--- src/rtl/multicycle_sequencer_if.sv ---
`default_nettype none
// ============================================================================
// Module      : multicycle_sequencer_if
// Description : Control bundle between the RV32I multi-cycle sequencer and its
//               datapath / shared memory port.
//               master : sequencer side (drives control, receives status)
//               slave  : datapath side (drives status, receives control)
// Ports (signals):
//   opcode[6:0]     IR[6:0], stable from DECODE until the next FETCH
//   branch_taken    ALU compare result, valid in EXECUTE for BRANCH
//   mem_ack         memory completion, may coincide with mem_req
//   mem_req/mem_we  memory request / store qualifier
//   addr_sel        0 = PC, 1 = ALUOut register
//   ir_we/pc_we     IR / PC load strobes
//   pc_sel[1:0]     00 = PC+4, 01 = ALUOut, 10 = live ALU result
//   reg_we          register-file write strobe
//   wb_sel[1:0]     00 = ALUOut, 01 = memory data, 10 = old PC+4
//   alu_op[1:0]     00 = add, 01 = branch compare, 10 = funct-decoded
//   alu_src_a[1:0]  00 = rs1, 01 = old PC, 10 = zero
//   alu_src_b       0 = rs2, 1 = immediate
//   state[2:0]      current sequencer state (debug)
//   halted          illegal opcode seen
//   instret         retired-instruction count
// Revision    : 1.0 - initial release
// ============================================================================
interface multicycle_sequencer_if #(
    parameter int INSTRET_WIDTH = 32
);
    logic [6:0]               opcode;
    logic                     branch_taken;
    logic                     mem_ack;
    logic                     mem_req;
    logic                     mem_we;
    logic                     addr_sel;
    logic                     ir_we;
    logic                     pc_we;
    logic [1:0]               pc_sel;
    logic                     reg_we;
    logic [1:0]               wb_sel;
    logic [1:0]               alu_op;
    logic [1:0]               alu_src_a;
    logic                     alu_src_b;
    logic [2:0]               state;
    logic                     halted;
    logic [INSTRET_WIDTH-1:0] instret;

    modport master (
        input  opcode, branch_taken, mem_ack,
        output mem_req, mem_we, addr_sel, ir_we, pc_we, pc_sel, reg_we,
               wb_sel, alu_op, alu_src_a, alu_src_b, state, halted, instret
    );

    modport slave (
        output opcode, branch_taken, mem_ack,
        input  mem_req, mem_we, addr_sel, ir_we, pc_we, pc_sel, reg_we,
               wb_sel, alu_op, alu_src_a, alu_src_b, state, halted, instret
    );
endinterface
`default_nettype wire

--- src/rtl/multicycle_sequencer.sv ---
`default_nettype none
// ============================================================================
// Module      : multicycle_sequencer
// Description : Multi-cycle FSM sequencing the RV32I datapath through
//               FETCH / DECODE / EXECUTE / MEM / WB, with a retired-instruction
//               counter. Funct fields are refined by the external ALU decoder.
// Ports:
//   clk     : rising-edge clock
//   nreset  : asynchronous active-low reset
//   bus     : multicycle_sequencer_if.master (control / status bundle)
// Revision    : 1.0 - initial release
// ============================================================================
module multicycle_sequencer #(
    parameter int INSTRET_WIDTH = 32
) (
    input  wire logic                 clk,
    input  wire logic                 nreset,
    multicycle_sequencer_if.master    bus
);

    typedef enum logic [2:0] {
        S_IDLE    = 3'd0,
        S_FETCH   = 3'd1,
        S_DECODE  = 3'd2,
        S_EXECUTE = 3'd3,
        S_MEM     = 3'd4,
        S_WB      = 3'd5,
        S_HALT    = 3'd7
    } state_t;

    localparam logic [6:0] c_OPC_LOAD   = 7'b0000011;
    localparam logic [6:0] c_OPC_STORE  = 7'b0100011;
    localparam logic [6:0] c_OPC_OP     = 7'b0110011;
    localparam logic [6:0] c_OPC_OPIMM  = 7'b0010011;
    localparam logic [6:0] c_OPC_BRANCH = 7'b1100011;
    localparam logic [6:0] c_OPC_JAL    = 7'b1101111;
    localparam logic [6:0] c_OPC_JALR   = 7'b1100111;
    localparam logic [6:0] c_OPC_LUI    = 7'b0110111;
    localparam logic [6:0] c_OPC_AUIPC  = 7'b0010111;

    localparam logic [INSTRET_WIDTH-1:0] c_INSTRET_ONE = {{(INSTRET_WIDTH-1){1'b0}}, 1'b1};

    state_t                   r_state;
    state_t                   w_next;
    logic [INSTRET_WIDTH-1:0] r_instret;
    logic                     w_retire;
    logic                     w_known;

    logic       w_mem_req, w_mem_we, w_addr_sel, w_ir_we, w_pc_we, w_reg_we, w_alu_src_b;
    logic [1:0] w_pc_sel, w_wb_sel, w_alu_op, w_alu_src_a;

    always_comb begin
        w_known = 1'b0;
        case (bus.opcode)
            c_OPC_LOAD, c_OPC_STORE, c_OPC_OP, c_OPC_OPIMM, c_OPC_BRANCH,
            c_OPC_JAL, c_OPC_JALR, c_OPC_LUI, c_OPC_AUIPC: w_known = 1'b1;
            default:                                       w_known = 1'b0;
        endcase
    end

    // State register. Reset is asynchronous so that every output (all decoded
    // from state) collapses to the IDLE values immediately, with no write
    // enable surviving into the reset window.
    always_ff @(posedge clk or negedge nreset) begin
        if (!nreset) begin
            r_state <= S_IDLE;
        end else begin
            r_state <= w_next;
        end
    end

    always_ff @(posedge clk or negedge nreset) begin
        if (!nreset) begin
            r_instret <= '0;
        end else if (w_retire) begin
            r_instret <= r_instret + c_INSTRET_ONE;
        end
    end

    always_comb begin
        w_next      = r_state;
        w_retire    = 1'b0;
        w_mem_req   = 1'b0;
        w_mem_we    = 1'b0;
        w_addr_sel  = 1'b0;
        w_ir_we     = 1'b0;
        w_pc_we     = 1'b0;
        w_pc_sel    = 2'b00;
        w_reg_we    = 1'b0;
        w_wb_sel    = 2'b00;
        w_alu_op    = 2'b00;
        w_alu_src_a = 2'b00;
        w_alu_src_b = 1'b0;

        case (r_state)
            S_IDLE: begin
                w_next = S_FETCH;
            end
            S_FETCH: begin
                w_mem_req = 1'b1;
                if (bus.mem_ack) begin
                    w_ir_we = 1'b1;
                    w_pc_we = 1'b1;
                    w_next  = S_DECODE;
                end
            end
            S_DECODE: begin
                // ALUOut <= PC_old + imm, the branch/JAL target used in EXECUTE
                w_alu_src_a = 2'b01;
                w_alu_src_b = 1'b1;
                w_next      = w_known ? S_EXECUTE : S_HALT;
            end
            S_EXECUTE: begin
                case (bus.opcode)
                    c_OPC_OP: begin
                        w_alu_op = 2'b10;
                        w_next   = S_WB;
                    end
                    c_OPC_OPIMM: begin
                        w_alu_op    = 2'b10;
                        w_alu_src_b = 1'b1;
                        w_next      = S_WB;
                    end
                    c_OPC_LOAD, c_OPC_STORE: begin
                        w_alu_src_b = 1'b1;
                        w_next      = S_MEM;
                    end
                    c_OPC_BRANCH: begin
                        w_alu_op = 2'b01;
                        w_pc_we  = bus.branch_taken;
                        w_pc_sel = 2'b01;
                        w_next   = S_FETCH;
                        w_retire = 1'b1;
                    end
                    c_OPC_JAL: begin
                        w_pc_we  = 1'b1;
                        w_pc_sel = 2'b01;
                        w_next   = S_WB;
                    end
                    c_OPC_JALR: begin
                        w_alu_src_b = 1'b1;
                        w_pc_we     = 1'b1;
                        w_pc_sel    = 2'b10;
                        w_next      = S_WB;
                    end
                    c_OPC_LUI: begin
                        w_alu_src_a = 2'b10;
                        w_alu_src_b = 1'b1;
                        w_next      = S_WB;
                    end
                    c_OPC_AUIPC: begin
                        w_alu_src_a = 2'b01;
                        w_alu_src_b = 1'b1;
                        w_next      = S_WB;
                    end
                    // IR is stable since DECODE, so this only triggers if the
                    // datapath breaks that contract; treat it as illegal.
                    default: w_next = S_HALT;
                endcase
            end
            S_MEM: begin
                w_mem_req  = 1'b1;
                w_addr_sel = 1'b1;
                w_mem_we   = (bus.opcode == c_OPC_STORE);
                if (bus.mem_ack) begin
                    if (bus.opcode == c_OPC_STORE) begin
                        w_next   = S_FETCH;
                        w_retire = 1'b1;
                    end else begin
                        w_next = S_WB;
                    end
                end
            end
            S_WB: begin
                w_reg_we = 1'b1;
                if (bus.opcode == c_OPC_LOAD) begin
                    w_wb_sel = 2'b01;
                end else if (bus.opcode == c_OPC_JAL || bus.opcode == c_OPC_JALR) begin
                    w_wb_sel = 2'b10;
                end
                w_next   = S_FETCH;
                w_retire = 1'b1;
            end
            S_HALT: begin
                w_next = S_HALT;
            end
            default: begin
                w_next = S_IDLE;
            end
        endcase
    end

    assign bus.mem_req   = w_mem_req;
    assign bus.mem_we    = w_mem_we;
    assign bus.addr_sel  = w_addr_sel;
    assign bus.ir_we     = w_ir_we;
    assign bus.pc_we     = w_pc_we;
    assign bus.pc_sel    = w_pc_sel;
    assign bus.reg_we    = w_reg_we;
    assign bus.wb_sel    = w_wb_sel;
    assign bus.alu_op    = w_alu_op;
    assign bus.alu_src_a = w_alu_src_a;
    assign bus.alu_src_b = w_alu_src_b;
    assign bus.state     = r_state;
    assign bus.halted    = (r_state == S_HALT);
    assign bus.instret   = r_instret;

endmodule
`default_nettype wire

--- src/flat_wrapper.sv ---
// flat-port wrapper written by rule: the top's interface ports become plain ports
module multicycle_sequencer_flat 
#(
    parameter int INSTRET_WIDTH = 32
)
  (clk, nreset, bus_opcode, bus_branch_taken, bus_mem_ack, bus_mem_req, bus_mem_we, bus_addr_sel, bus_ir_we, bus_pc_we, bus_pc_sel, bus_reg_we, bus_wb_sel, bus_alu_op, bus_alu_src_a, bus_alu_src_b, bus_state, bus_halted, bus_instret);
  multicycle_sequencer_if #(.INSTRET_WIDTH(INSTRET_WIDTH)) bus_i ();
  input  wire logic clk;
  input  wire logic nreset;
  input wire logic [$bits(bus_i.opcode)-1:0] bus_opcode;
  input wire logic [$bits(bus_i.branch_taken)-1:0] bus_branch_taken;
  input wire logic [$bits(bus_i.mem_ack)-1:0] bus_mem_ack;
  output wire logic [$bits(bus_i.mem_req)-1:0] bus_mem_req;
  output wire logic [$bits(bus_i.mem_we)-1:0] bus_mem_we;
  output wire logic [$bits(bus_i.addr_sel)-1:0] bus_addr_sel;
  output wire logic [$bits(bus_i.ir_we)-1:0] bus_ir_we;
  output wire logic [$bits(bus_i.pc_we)-1:0] bus_pc_we;
  output wire logic [$bits(bus_i.pc_sel)-1:0] bus_pc_sel;
  output wire logic [$bits(bus_i.reg_we)-1:0] bus_reg_we;
  output wire logic [$bits(bus_i.wb_sel)-1:0] bus_wb_sel;
  output wire logic [$bits(bus_i.alu_op)-1:0] bus_alu_op;
  output wire logic [$bits(bus_i.alu_src_a)-1:0] bus_alu_src_a;
  output wire logic [$bits(bus_i.alu_src_b)-1:0] bus_alu_src_b;
  output wire logic [$bits(bus_i.state)-1:0] bus_state;
  output wire logic [$bits(bus_i.halted)-1:0] bus_halted;
  output wire logic [$bits(bus_i.instret)-1:0] bus_instret;
  assign bus_i.opcode = bus_opcode;
  assign bus_i.branch_taken = bus_branch_taken;
  assign bus_i.mem_ack = bus_mem_ack;
  assign bus_mem_req = bus_i.mem_req;
  assign bus_mem_we = bus_i.mem_we;
  assign bus_addr_sel = bus_i.addr_sel;
  assign bus_ir_we = bus_i.ir_we;
  assign bus_pc_we = bus_i.pc_we;
  assign bus_pc_sel = bus_i.pc_sel;
  assign bus_reg_we = bus_i.reg_we;
  assign bus_wb_sel = bus_i.wb_sel;
  assign bus_alu_op = bus_i.alu_op;
  assign bus_alu_src_a = bus_i.alu_src_a;
  assign bus_alu_src_b = bus_i.alu_src_b;
  assign bus_state = bus_i.state;
  assign bus_halted = bus_i.halted;
  assign bus_instret = bus_i.instret;
  multicycle_sequencer #(.INSTRET_WIDTH(INSTRET_WIDTH)) u_core (.clk(clk), .nreset(nreset), .bus(bus_i));
endmodule
--- config.mk ---
export PLATFORM = sky130hd
export DESIGN_NAME = multicycle_sequencer_flat
export DESIGN_NICKNAME = d
export VERILOG_FILES = /design/src/rtl/multicycle_sequencer_if.sv /design/src/rtl/multicycle_sequencer.sv /design/src/flat_wrapper.sv
export SDC_FILE = /design/constraint.sdc
export NUM_CORES = 1
export LEC_CHECK = 0
export CORE_MARGIN = 2
export CORE_UTILIZATION = 47
export DETAILED_ROUTE_END_ITERATION = 8
export GPL_TIMING_DRIVEN = 1
export PLACE_DENSITY = 0.8
export SETUP_SLACK_MARGIN = 0.1
export SLEW_MARGIN = 30
export SYNTH_ARGS = -nofsm -noshare
export SYNTH_HDL_FRONTEND = slang
export SYNTH_SLANG_ARGS = --single-unit
export TNS_END_PERCENT = 10
--- constraint.sdc ---
create_clock -name clk -period 2.5 [get_ports clk]
set_input_delay 0.625 -clock clk [delete_from_list [all_inputs] [get_ports clk]]
set_output_delay 0.625 -clock clk [all_outputs]
set_load 0.05 [all_outputs]
======== Yosys cells after proc, flatten, opt, wreduce, memory -nomap -nowiden ========
Index checks and enable logic that the tools add are counted.
word-level totals
  register bits after elaboration ......... 35
  bits of input ports ..................... 11
  output and inout port bits .............. 51
  word-level logic and storage cells ...... 62
cells by class
  $add $sub $neg .......................... 1
  equal/unequal tests ..................... 17
  muxes and demuxes ....................... 30
  reduce and logical (&&, ||, !) cells .... 12
operator list
  cell                                                                    number
  32-bit by 1-bit adder with 32-bit output (second input constant)        1
  7-bit by 6-bit equality test with 1-bit output (second input constant)  3
  7-bit equality test (second input constant)                             3
  3-bit one-hot mux with 6 select lines                                   1
  2-bit one-hot mux with 2 select lines                                   4
  7-bit by 5-bit equality test with 1-bit output (second input constant)  2
  3-bit two-way mux                                                       4
  2-bit OR reduction                                                      6
  6-bit OR reduction                                                      2
  1-bit two-way mux                                                       11
  2-bit two-way mux                                                       5
  3-bit equality test (second input constant)                             3
  3-bit one-hot mux with 3 select lines                                   1
  9-bit OR reduction                                                      1
  7-bit by 2-bit equality test with 1-bit output (second input constant)  1
  3-bit by 2-bit equality test with 1-bit output (second input constant)  2
  1-bit one-hot mux with 2 select lines                                   3
  2-bit != test (second input constant)                                   2
  3-bit by 1-bit equality test with 1-bit output (second input constant)  1
  3-bit logical NOT                                                       1
  1-bit one-hot mux with 3 select lines                                   1
  2-bit AND reduction                                                     1
  1-bit logical OR                                                        1

======== Depth between registers and ports, before layout ========
Gate-level depths: netlist of the first run.
  word-level depth ........................ 5
  gate-level depth with buffers ........... 8
  gate-level depth less buffers ........... 6

======== Worst setup path after synthesis of the first run ========
OpenSTA, ideal clock, no wires.
  kind .................................... reg-to-output
  start point ............................. reg u_core.r_state[1] (netlist: u_core.bus.state[1])
  end point ............................... out bus_pc_sel[1]
  arrival time ............................ 2780 ps
  data required time ...................... 1875 ps
  path slack .............................. -905 ps
  stages on the path, launching flop included .. 6
  buffers on the path ..................... 1
  cell sequence ........................... dfrtp_1 > buf_4 > nand2_1 > or3_1 > or2_2 > nor3b_1
on the way
  longest elaborated chain between the ends .. 2
ends and longest elaborated chain
  element                                         RTL line                    RTL
  start: declaration                              multicycle_sequencer.sv:43  state_t r_state;
  start signal: assignment                        multicycle_sequencer.sv:68  r_state <= w_next;
  3-bit by 2-bit equality test with 1-bit output  multicycle_sequencer.sv:95  case (r_state)
  2-bit two-way mux                               multicycle_sequencer.sv:95
  end: declaration                                flat_wrapper.sv:18          output wire logic [$bits(bus_i.pc_sel)-1:0] bus_pc_sel;
Every way passes these cells.

======== Worst setup path after layout of the first run ========
  start point ............................. in bus_opcode[4]
  end point ............................... out bus_pc_sel[1]
on the way
  longest elaborated chain between the ends .. 4
  elaborated cells on any way between the ends .. 6
  those cells by class .................... 3 x eq/ne; 2 x mux; 1 x reduce/logical
ends and longest elaborated chain
  element                                  RTL line                     RTL
  start: declaration                       flat_wrapper.sv:10           input wire logic [$bits(bus_i.opcode)-1:0] bus_opcode;
  7-bit equality test                      multicycle_sequencer.sv:114  case (bus.opcode)
  2-bit OR reduction (no source line)      -
  2-bit one-hot mux with 2 select lines *  multicycle_sequencer.sv:114
  2-bit two-way mux *                      multicycle_sequencer.sv:95
Every way passes the cells marked *; elsewhere a longest branch is shown, timed or not.

==> results of run 1 <==
[through the flow]
| step | setup slack (ns) | area, um2 | cells |
|---|---|---|---|
| finish | -0.00421 | 3160 | 349 |
| global route | -0.0349 | 3160 | 349 |
| detailed placement | -0.466 | 3010 | 340 |
| floorplan | -0.295 | 2060 | 211 |
| CTS | -0.0638 | 3120 | 349 |
| global placement | -0.410 | 3010 | 340 |
[registers in the layout, summed over array words and instances (netlist names)]
name and cells:
u_core.bus.state 3, u_core.bus.instret 32
[final cells by class]
| type | count | area, um2 |
|---|---|---|
| Fill cell | 301 | 931 |
| Timing Repair Buffer | 90 | 933 |
| Inverter | 2 | 7.51 |
| Tap cell | 50 | 62.6 |
| Multi-Input combinational cell | 164 | 1190 |
| Clock inverter | 3 | 15.0 |
| Sequential cell | 35 | 876 |
| Clock buffer | 5 | 68.8 |
[worst max-delay path, stage by stage]
cell	delay, ns
sky130_fd_sc_hd__buf_6	0.09
sky130_fd_sc_hd__nand3b_4	0.14
sky130_fd_sc_hd__or3_4	0.33
sky130_fd_sc_hd__or2_4	0.27
sky130_fd_sc_hd__nor3b_4	0.25
sky130_fd_sc_hd__buf_12	0.17
[worst max path at each step]
| stage | cells past startpoint | from | slack (ns) | to |
|---|---|---|---|---|
| 2_1_floorplan | 5 | u_core.bus.state[1]$_DFFE_PN0P_ | -0.29 | bus_pc_sel[1] |
| 3_3_place_gp | 6 | bus_opcode[5] | -0.41 | bus_pc_sel[1] |
| 6_report | 6 | bus_opcode[4] | -0.004 | bus_pc_sel[1] |
| 3_5_place_dp | 6 | bus_opcode[5] | -0.47 | bus_pc_sel[1] |
| 4_1_cts | 6 | bus_opcode[4] | -0.06 | bus_pc_sel[1] |
| 5_1_grt | 6 | bus_opcode[4] | -0.03 | bus_pc_sel[1] |
[synthesized netlist by cell type (4+ instances only)]
master	instances	area [um2]
sky130_fd_sc_hd__o21ai_0	4	20.0
sky130_fd_sc_hd__nor3_1	11	55.1
sky130_fd_sc_hd__xor2_1	16	140
sky130_fd_sc_hd__nor2_1	19	71.3
sky130_fd_sc_hd__a21oi_1	5	25.0
sky130_fd_sc_hd__dfrtp_1	35	876
sky130_fd_sc_hd__clkbuf_1	4	15.0
sky130_fd_sc_hd__and3_1	5	31.3
sky130_fd_sc_hd__nand3_1	9	45.0
sky130_fd_sc_hd__xnor2_1	17	149
sky130_fd_sc_hd__nand4_1	7	43.8
sky130_fd_sc_hd__o211ai_1	4	30.0
sky130_fd_sc_hd__nand2_1	17	63.8
sky130_fd_sc_hd__nor4_1	4	25.0
sky130_fd_sc_hd__nor3b_1	4	30.0
sky130_fd_sc_hd__nor2b_1	4	25.0
sky130_fd_sc_hd__o2111ai_1	6	52.6
[cells by family after synthesis]
group / Yosys count / share of synthesized area
AO/OA/AOI/OAI: 28 / 0.0982
XOR/XNOR: 33 / 0.143
adder cells (fa/ha/maj): 1 / 0.00618
buffers and inverters: 12 / 0.0334
flip-flops: 35 / 0.432
multiplexers: 2 / 0.0105
AND/OR/NAND/NOR: 100 / 0.277
[power by group through the flow]
stage               clock, mW  sequential, mW  combinational [mW]
floorplan                   0           0.994               0.547
global placement            0           0.738                1.26
detailed placement          0           0.741                1.27
CTS                     0.403           0.734                1.29
global route            0.426           0.751                1.39
finish                  0.404           0.742                1.32
[repair_timing]
action | in CTS | in global routing
pin swaps | 6 | 5
setup buffers | 1 | 0
gates resized for setup | 28 | 10
setup endpoints to repair | 27 | 8
[metal layers]
layer | vias to the layer above | track usage
li1 | 941 | -
met1 | 997 | 0.335
met2 | 63 | 0.395
met3 | 9 | 0.0465
met4 | 0 | 0.0940
met5 | - | 0
==> impl_metrics.prom, run 1 <==
# TYPE chip_impl_metric gauge
chip_impl_metric{name="peakVddDrop",unit="V"} 0.000792
chip_impl_metric{name="route.met3.wl",unit="um"} 296
chip_impl_metric{name="postLayoutSetupSlackWorst",unit="ns"} -0.00421
chip_impl_info{name="endpoint_of_the_worst_register_to_register_path",value="u_core.bus.instret[19]$_DFFE_PN0P_"} 1
chip_impl_info{name="rr_startpoint",value="u_core.bus.state[0]$_DFFE_PN0P_"} 1
chip_impl_metric{name="netlist-cell-type-count",unit=""} 43
chip_impl_info{name="critical_path.endpoint_type",value="primary output"} 1
chip_impl_metric{name="timing.final.hold_violations",unit=""} 0
chip_impl_metric{name="cts_hold_repair.buffers",unit=""} 0
chip_impl_metric{name="holdPathStages",unit=""} 1
chip_impl_metric{name="power.combinational.fraction",unit=""} 0.535
chip_impl_metric{name="crit_required",unit="ns"} 1.88
chip_impl_info{name="most_common_library_cell_in_the_layout_ignoring_fill_and_taps",value="sky130_fd_sc_hd__clkdlybuf4s50_1"} 1
chip_impl_metric{name="drt_wl_total",unit="um"} 5720
chip_impl_metric{name="setup-violations-final",unit=""} 1
chip_impl_metric{name="initial_core_util",unit=""} 0.496
chip_impl_metric{name="final_nets",unit=""} 310
chip_impl_metric{name="max-slew-margin-rel",unit=""} 0.657
chip_impl_metric{name="number_of_global_route_vias_before_repair",unit=""} 1979
chip_impl_metric{name="finClkSkew",unit="ns"} 0.00885
chip_impl_metric{name="placement_rows",unit=""} 23
chip_impl_metric{name="wl_met1",unit="um"} 2610
chip_impl_metric{name="seq_area_frac_synth",unit=""} 0.432
chip_impl_info{name="hold_path_end",value="u_core.bus.instret[31]$_DFFE_PN0P_"} 1
chip_impl_info{name="violations",value="setup timing"} 1
chip_impl_metric{name="layout.core_utilization",unit=""} 0.772
chip_impl_metric{name="drt-pass1-iter-count",unit=""} 4
chip_impl_metric{name="syn-num-nets",unit=""} 223
chip_impl_metric{name="cap_viol_max_count",unit=""} 0
chip_impl_metric{name="avgSynthCellArea",unit="um2"} 9.60
chip_impl_metric{name="global_route_wire_length_before_repair",unit="um"} 9650
chip_impl_info{name="worstHoldStart",value="u_core.bus.instret[31]$_DFFE_PN0P_"} 1
chip_impl_metric{name="wl_per_cell",unit="um"} 16.4
chip_impl_metric{name="worst_setup_hold_path_clk_slew",unit="ns"} 0.08
chip_impl_info{name="synth_top_flop_cell",value="sky130_fd_sc_hd__dfrtp_1"} 1
chip_impl_metric{name="crit_fanout",unit=""} 3
chip_impl_metric{name="area_of_the_core",unit="um2"} 4090
chip_impl_metric{name="sequentialPowerShare",unit=""} 0.301
chip_impl_metric{name="port-buffer-count",unit=""} 61
chip_impl_metric{name="fp.dieArea",unit="um2"} 4850
chip_impl_info{name="rsz0062_at_grt",value="yes"} 1
chip_impl_metric{name="final-max-slew-violation-count",unit=""} 0
chip_impl_metric{name="h_tree_depth",unit=""} 2
chip_impl_metric{name="sw_frac_of_total",unit=""} 0.462
chip_impl_info{name="layout.cells.most_common_list",value="38 x sky130_fd_sc_hd__clkdlybuf4s50_1, 35 x sky130_fd_sc_hd__dfrtp_1, 32 x sky130_fd_sc_hd__buf_4"} 1
chip_impl_metric{name="count_of_unresolved_drc_violations_after_routing",unit=""} 0
chip_impl_info{name="setup.worst_path.start_class",value="primary input"} 1
chip_impl_metric{name="share_clk_of_total_power",unit=""} 0.164
chip_impl_metric{name="cts-buffers-inserted",unit=""} 5
chip_impl_metric{name="power.net_switching",unit="mW"} 1.14
chip_impl_metric{name="initialDrtViolationCount",unit=""} 160
chip_impl_metric{name="min_period_over_period",unit=""} 1.00
chip_impl_metric{name="total_global_routing_overflow",unit=""} 0
chip_impl_metric{name="detailedPlacementHpwl",unit="um"} 4000
chip_impl_metric{name="power.internal",unit="mW"} 1.32
chip_impl_metric{name="worst_skew_pair.late_latency",unit="ns"} 0.30
chip_impl_metric{name="max_slew.worst_pin.slew",unit="ns"} 0.512
chip_impl_metric{name="crit_arrival",unit="ns"} 1.88
chip_impl_metric{name="timing.reg2reg.worst_path_depth",unit=""} 7
chip_impl_metric{name="reg2reg_setup_slack",unit="ns"} 0.41
chip_impl_metric{name="postSynth.asyncResetShare",unit=""} 1.00
chip_impl_info{name="cts-root-buf",value="sky130_fd_sc_hd__clkbuf_8"} 1
chip_impl_metric{name="totalPowerFinal",unit="mW"} 2.46
chip_impl_metric{name="cts_sinks",unit=""} 35
chip_impl_metric{name="netlist_area",unit="um2"} 2030
chip_impl_metric{name="routabilityCongestion",unit=""} 0.897
chip_impl_metric{name="fmax",unit="GHz"} 0.399
chip_impl_metric{name="route.detailed.vias_per_inst",unit=""} 5.76
chip_impl_metric{name="flow.area_growth_from_synthesis",unit="%"} 55.8
chip_impl_metric{name="postSynthRegisterBits",unit=""} 35
chip_impl_metric{name="ant_nets",unit=""} 0
chip_impl_metric{name="hold-worst-slack",unit="ns"} 0.482
chip_impl_metric{name="initial_antenna_violation_count",unit=""} 0
chip_impl_info{name="timing.hold.worst.class",value="register to register"} 1
chip_impl_info{name="route.top_layer_used",value="met4"} 1
chip_impl_info{name="clock_tree_from_tritoncts",value="yes"} 1
chip_impl_metric{name="layout-drive-gt1-share",unit=""} 0.268
chip_impl_metric{name="fin_crit",unit="ns"} 2.50
chip_impl_metric{name="io_pins",unit=""} 62
chip_impl_metric{name="route.vias.total",unit=""} 2010
chip_impl_metric{name="grt_start_max_net_pins",unit=""} 36
chip_impl_metric{name="setup_tns",unit="ns"} -0.00421
chip_impl_metric{name="cts.path.max_buffers",unit=""} 2
chip_impl_metric{name="ys_warn_count",unit=""} 0
chip_impl_metric{name="die_w",unit="um"} 69.7
chip_impl_metric{name="insertedDiodeCount",unit=""} 0
chip_impl_metric{name="wl_met2",unit="um"} 2720
chip_impl_info{name="run_status",value="finished with violations"} 1
chip_impl_metric{name="synthesized_instance_count",unit=""} 211
chip_impl_metric{name="pwr_density_cell",unit="nW/um2"} 781
chip_impl_metric{name="grtUsageTotal",unit=""} 0.247
chip_impl_metric{name="synth_edf_count",unit=""} 0
chip_impl_metric{name="total_leakage_power",unit="nW"} 1.21
chip_impl_metric{name="die_span_y",unit="um"} 69.7
chip_impl_info{name="worst-setup-path-type",value="primary input to primary output"} 1
(Power assumes the default switching activity.)
==> inputs of run 2 (changes only) <==
- CORE_ASPECT_RATIO: unset -> 1.5
- CTS_CLUSTER_DIAMETER: unset -> 150
==> run 2 against run 1 <==
The flow now finishes without violations. Clock skew down 0.0028 ns. Register-to-register slack better by 0.02 ns. Clock power is essentially flat. Count of clock-buffer cells in the layout rose by 1. Worst hold slack worse by 0.014 ns. Flip-flop and latch count stayed put. Routed wire length decreased by 4.1%. Fmax rose by 0.38%. Final area decreased by 0.28%. Global-route usage down 0.99 points.
==> impl_metrics.prom, run 2 (synthesis gave the netlist of run 1 again) <==
# TYPE chip_impl_metric gauge
chip_impl_metric{name="detailedPlacementHpwl",unit="um"} 3890
chip_impl_info{name="run_status",value="complete, no violations"} 1
chip_impl_metric{name="final_nets",unit=""} 310
chip_impl_metric{name="crit_required",unit="ns"} 1.88
chip_impl_metric{name="fin_crit",unit="ns"} 2.49
chip_impl_metric{name="initialDrtViolationCount",unit=""} 49
chip_impl_metric{name="finalInstanceArea",unit="um2"} 3150
chip_impl_metric{name="initial_antenna_violation_count",unit=""} 0
chip_impl_metric{name="insertedDiodeCount",unit=""} 0
chip_impl_metric{name="cts-buffers-inserted",unit=""} 5
chip_impl_metric{name="worst_skew_pair.late_latency",unit="ns"} 0.29
chip_impl_metric{name="drt_wl_total",unit="um"} 5480
chip_impl_info{name="timing.hold.worst.class",value="register to register"} 1
chip_impl_metric{name="grtUsageTotal",unit=""} 0.237
chip_impl_metric{name="fp.dieArea",unit="um2"} 4860
chip_impl_metric{name="h_tree_depth",unit=""} 2
chip_impl_metric{name="min_period_over_period",unit=""} 0.998
chip_impl_metric{name="crit_fanout",unit=""} 3
chip_impl_metric{name="max_slew.worst_pin.slew",unit="ns"} 0.516
chip_impl_metric{name="final-max-slew-violation-count",unit=""} 0
chip_impl_metric{name="pwr_density_cell",unit="nW/um2"} 772
chip_impl_metric{name="count_of_unresolved_drc_violations_after_routing",unit=""} 0
chip_impl_metric{name="initial_core_util",unit=""} 0.485
chip_impl_metric{name="cap_viol_max_count",unit=""} 0
chip_impl_metric{name="io_pins",unit=""} 62
chip_impl_metric{name="global_route_wire_length_before_repair",unit="um"} 9030
chip_impl_metric{name="cts.path.max_buffers",unit=""} 2
chip_impl_info{name="critical_path.endpoint_type",value="primary output"} 1
chip_impl_metric{name="route.detailed.vias_per_inst",unit=""} 5.70
chip_impl_metric{name="largest_register_ff_count",unit=""} 32
chip_impl_metric{name="fmax",unit="GHz"} 0.401
chip_impl_metric{name="flow.area_growth_from_synthesis",unit="%"} 55.3
chip_impl_metric{name="finClkSkew",unit="ns"} 0.00602
chip_impl_info{name="layout.cells.most_common_list",value="37 x sky130_fd_sc_hd__clkdlybuf4s50_1, 35 x sky130_fd_sc_hd__dfrtp_1, 33 x sky130_fd_sc_hd__buf_4"} 1
chip_impl_metric{name="placement_rows",unit=""} 29
chip_impl_metric{name="post-place-ws",unit="ns"} -0.440
chip_impl_info{name="most_common_library_cell_in_the_layout_ignoring_fill_and_taps",value="sky130_fd_sc_hd__clkdlybuf4s50_1"} 1
chip_impl_metric{name="worst_setup_hold_path_clk_slew",unit="ns"} 0.07
chip_impl_metric{name="ant_nets",unit=""} 0
chip_impl_metric{name="place_area",unit="um2"} 3000
chip_impl_metric{name="max-slew-margin-rel",unit=""} 0.655
chip_impl_metric{name="peakVddDrop",unit="V"} 0.000877
chip_impl_metric{name="cts_hold_repair.buffers",unit=""} 0
chip_impl_metric{name="port-buffer-count",unit=""} 61
chip_impl_metric{name="total_leakage_power",unit="nW"} 1.22
chip_impl_metric{name="wl_per_cell",unit="um"} 15.9
chip_impl_metric{name="routabilityCongestion",unit=""} 0.870
chip_impl_metric{name="total_global_routing_overflow",unit=""} 0
chip_impl_metric{name="crit_arrival",unit="ns"} 1.87
chip_impl_metric{name="area_of_the_core",unit="um2"} 4170
chip_impl_metric{name="layout-drive-gt1-share",unit=""} 0.262
chip_impl_info{name="worst-setup-path-type",value="primary input to primary output"} 1
chip_impl_metric{name="grt_start_max_net_pins",unit=""} 36
chip_impl_metric{name="drt-pass1-iter-count",unit=""} 4
chip_impl_info{name="cts-root-buf",value="sky130_fd_sc_hd__clkbuf_8"} 1
chip_impl_info{name="setup.worst_path.start_class",value="primary input"} 1
chip_impl_metric{name="die_span_y",unit="um"} 84.4
chip_impl_info{name="rsz0062_at_grt",value="yes"} 1
chip_impl_metric{name="setup-violations-final",unit=""} 0
chip_impl_metric{name="timing.final.hold_violations",unit=""} 0
chip_impl_metric{name="number_of_global_route_vias_before_repair",unit=""} 1956
chip_impl_metric{name="cts_sinks",unit=""} 35
chip_impl_info{name="clock_tree_from_tritoncts",value="yes"} 1
chip_impl_metric{name="postLayoutSetupSlackWorst",unit="ns"} 0.00518
chip_impl_metric{name="die_w",unit="um"} 57.6
chip_impl_metric{name="route.vias.total",unit=""} 1960
run 2: changes by cell type in the layout (fill, tap and decap cells not counted), sizes merged:
cell	before	now
clkbuf	5	7
clkinv	3	1
dlygate4sd2	3	1
clkdlybuf4s15	0	1
clkdlybuf4s50	38	37
dlymetal6s2s	0	1
run 2: power breakdown:
group	switching, mW	internal, mW
Sequential	0.0867	0.644
Clock	0.190	0.216
Combinational	0.809	0.486
Total	1.09	1.35
run 2: what timing repair did:
item                                    4_1_cts  5_1_grt
resized for setup                            33        8
cloned                                        0        0
pin swaps                                     7       10
endpoints found under the setup margin       34        9
buffers inserted                              1        1
run 2: layer usage:
layer	vias to the layer above	routed length, um	global-route usage
met5	-	0	0
met4	0	172	0.121
met2	63	2870	0.399
met1	936	2170	0.282
li1	943	-	-
met3	18	276	0.0478
run 2: layout make-up:
class                   count  area [um2]
multi-input cells         164        1180
fillers                   280        1030
repair buffers             90         937
flip-flops and latches     35         876
clock buffers               6        82.6
well taps                  46        57.6
inverters                   2        7.51
clock inverters             1        5.00
run 2: critical path, cell delays in order:
cell	delay (ns)
sky130_fd_sc_hd__buf_6	0.09
sky130_fd_sc_hd__nand3b_4	0.15
sky130_fd_sc_hd__or3_4	0.33
sky130_fd_sc_hd__or2_4	0.26
sky130_fd_sc_hd__nor3b_4	0.24
sky130_fd_sc_hd__buf_12	0.17
run 2: stage by stage:
stage | hold slack [ns] | setup TNS [ns] | power, mW | util | cells
after floorplan | 0.329 | -0.973 | 1.54 | - | 211
after global placement | 0.463 | -8.98 | 1.99 | 0.718 | 335
after detailed placement | 0.457 | -9.57 | 2.00 | 0.718 | 335
after CTS | 0.477 | -0.0468 | 2.43 | 0.747 | 343
after global routing | 0.498 | -0.0264 | 2.54 | 0.754 | 344
final | 0.468 | 0 | 2.43 | 0.754 | 344
run 2: final timing paths:
kind                                                          from                                  to  slack, ns  depth (start not counted)
worst max-delay path                                 bus_opcode[4]                       bus_pc_sel[1]      0.005                          6
min in group asynchronous                                   nreset  u_core.bus.instret[21]$_DFFE_PN0P_       0.73                          2
worst min register to register  u_core.bus.instret[31]$_DFFE_PN0P_  u_core.bus.instret[31]$_DFFE_PN0P_       0.47                          1
worst min-delay path            u_core.bus.instret[31]$_DFFE_PN0P_  u_core.bus.instret[31]$_DFFE_PN0P_       0.47                          1
worst max register to register     u_core.bus.state[0]$_DFFE_PN0P_  u_core.bus.instret[19]$_DFFE_PN0P_       0.43                          7
max in group asynchronous                                   nreset     u_core.bus.state[2]$_DFFE_PN0P_       1.45                          2
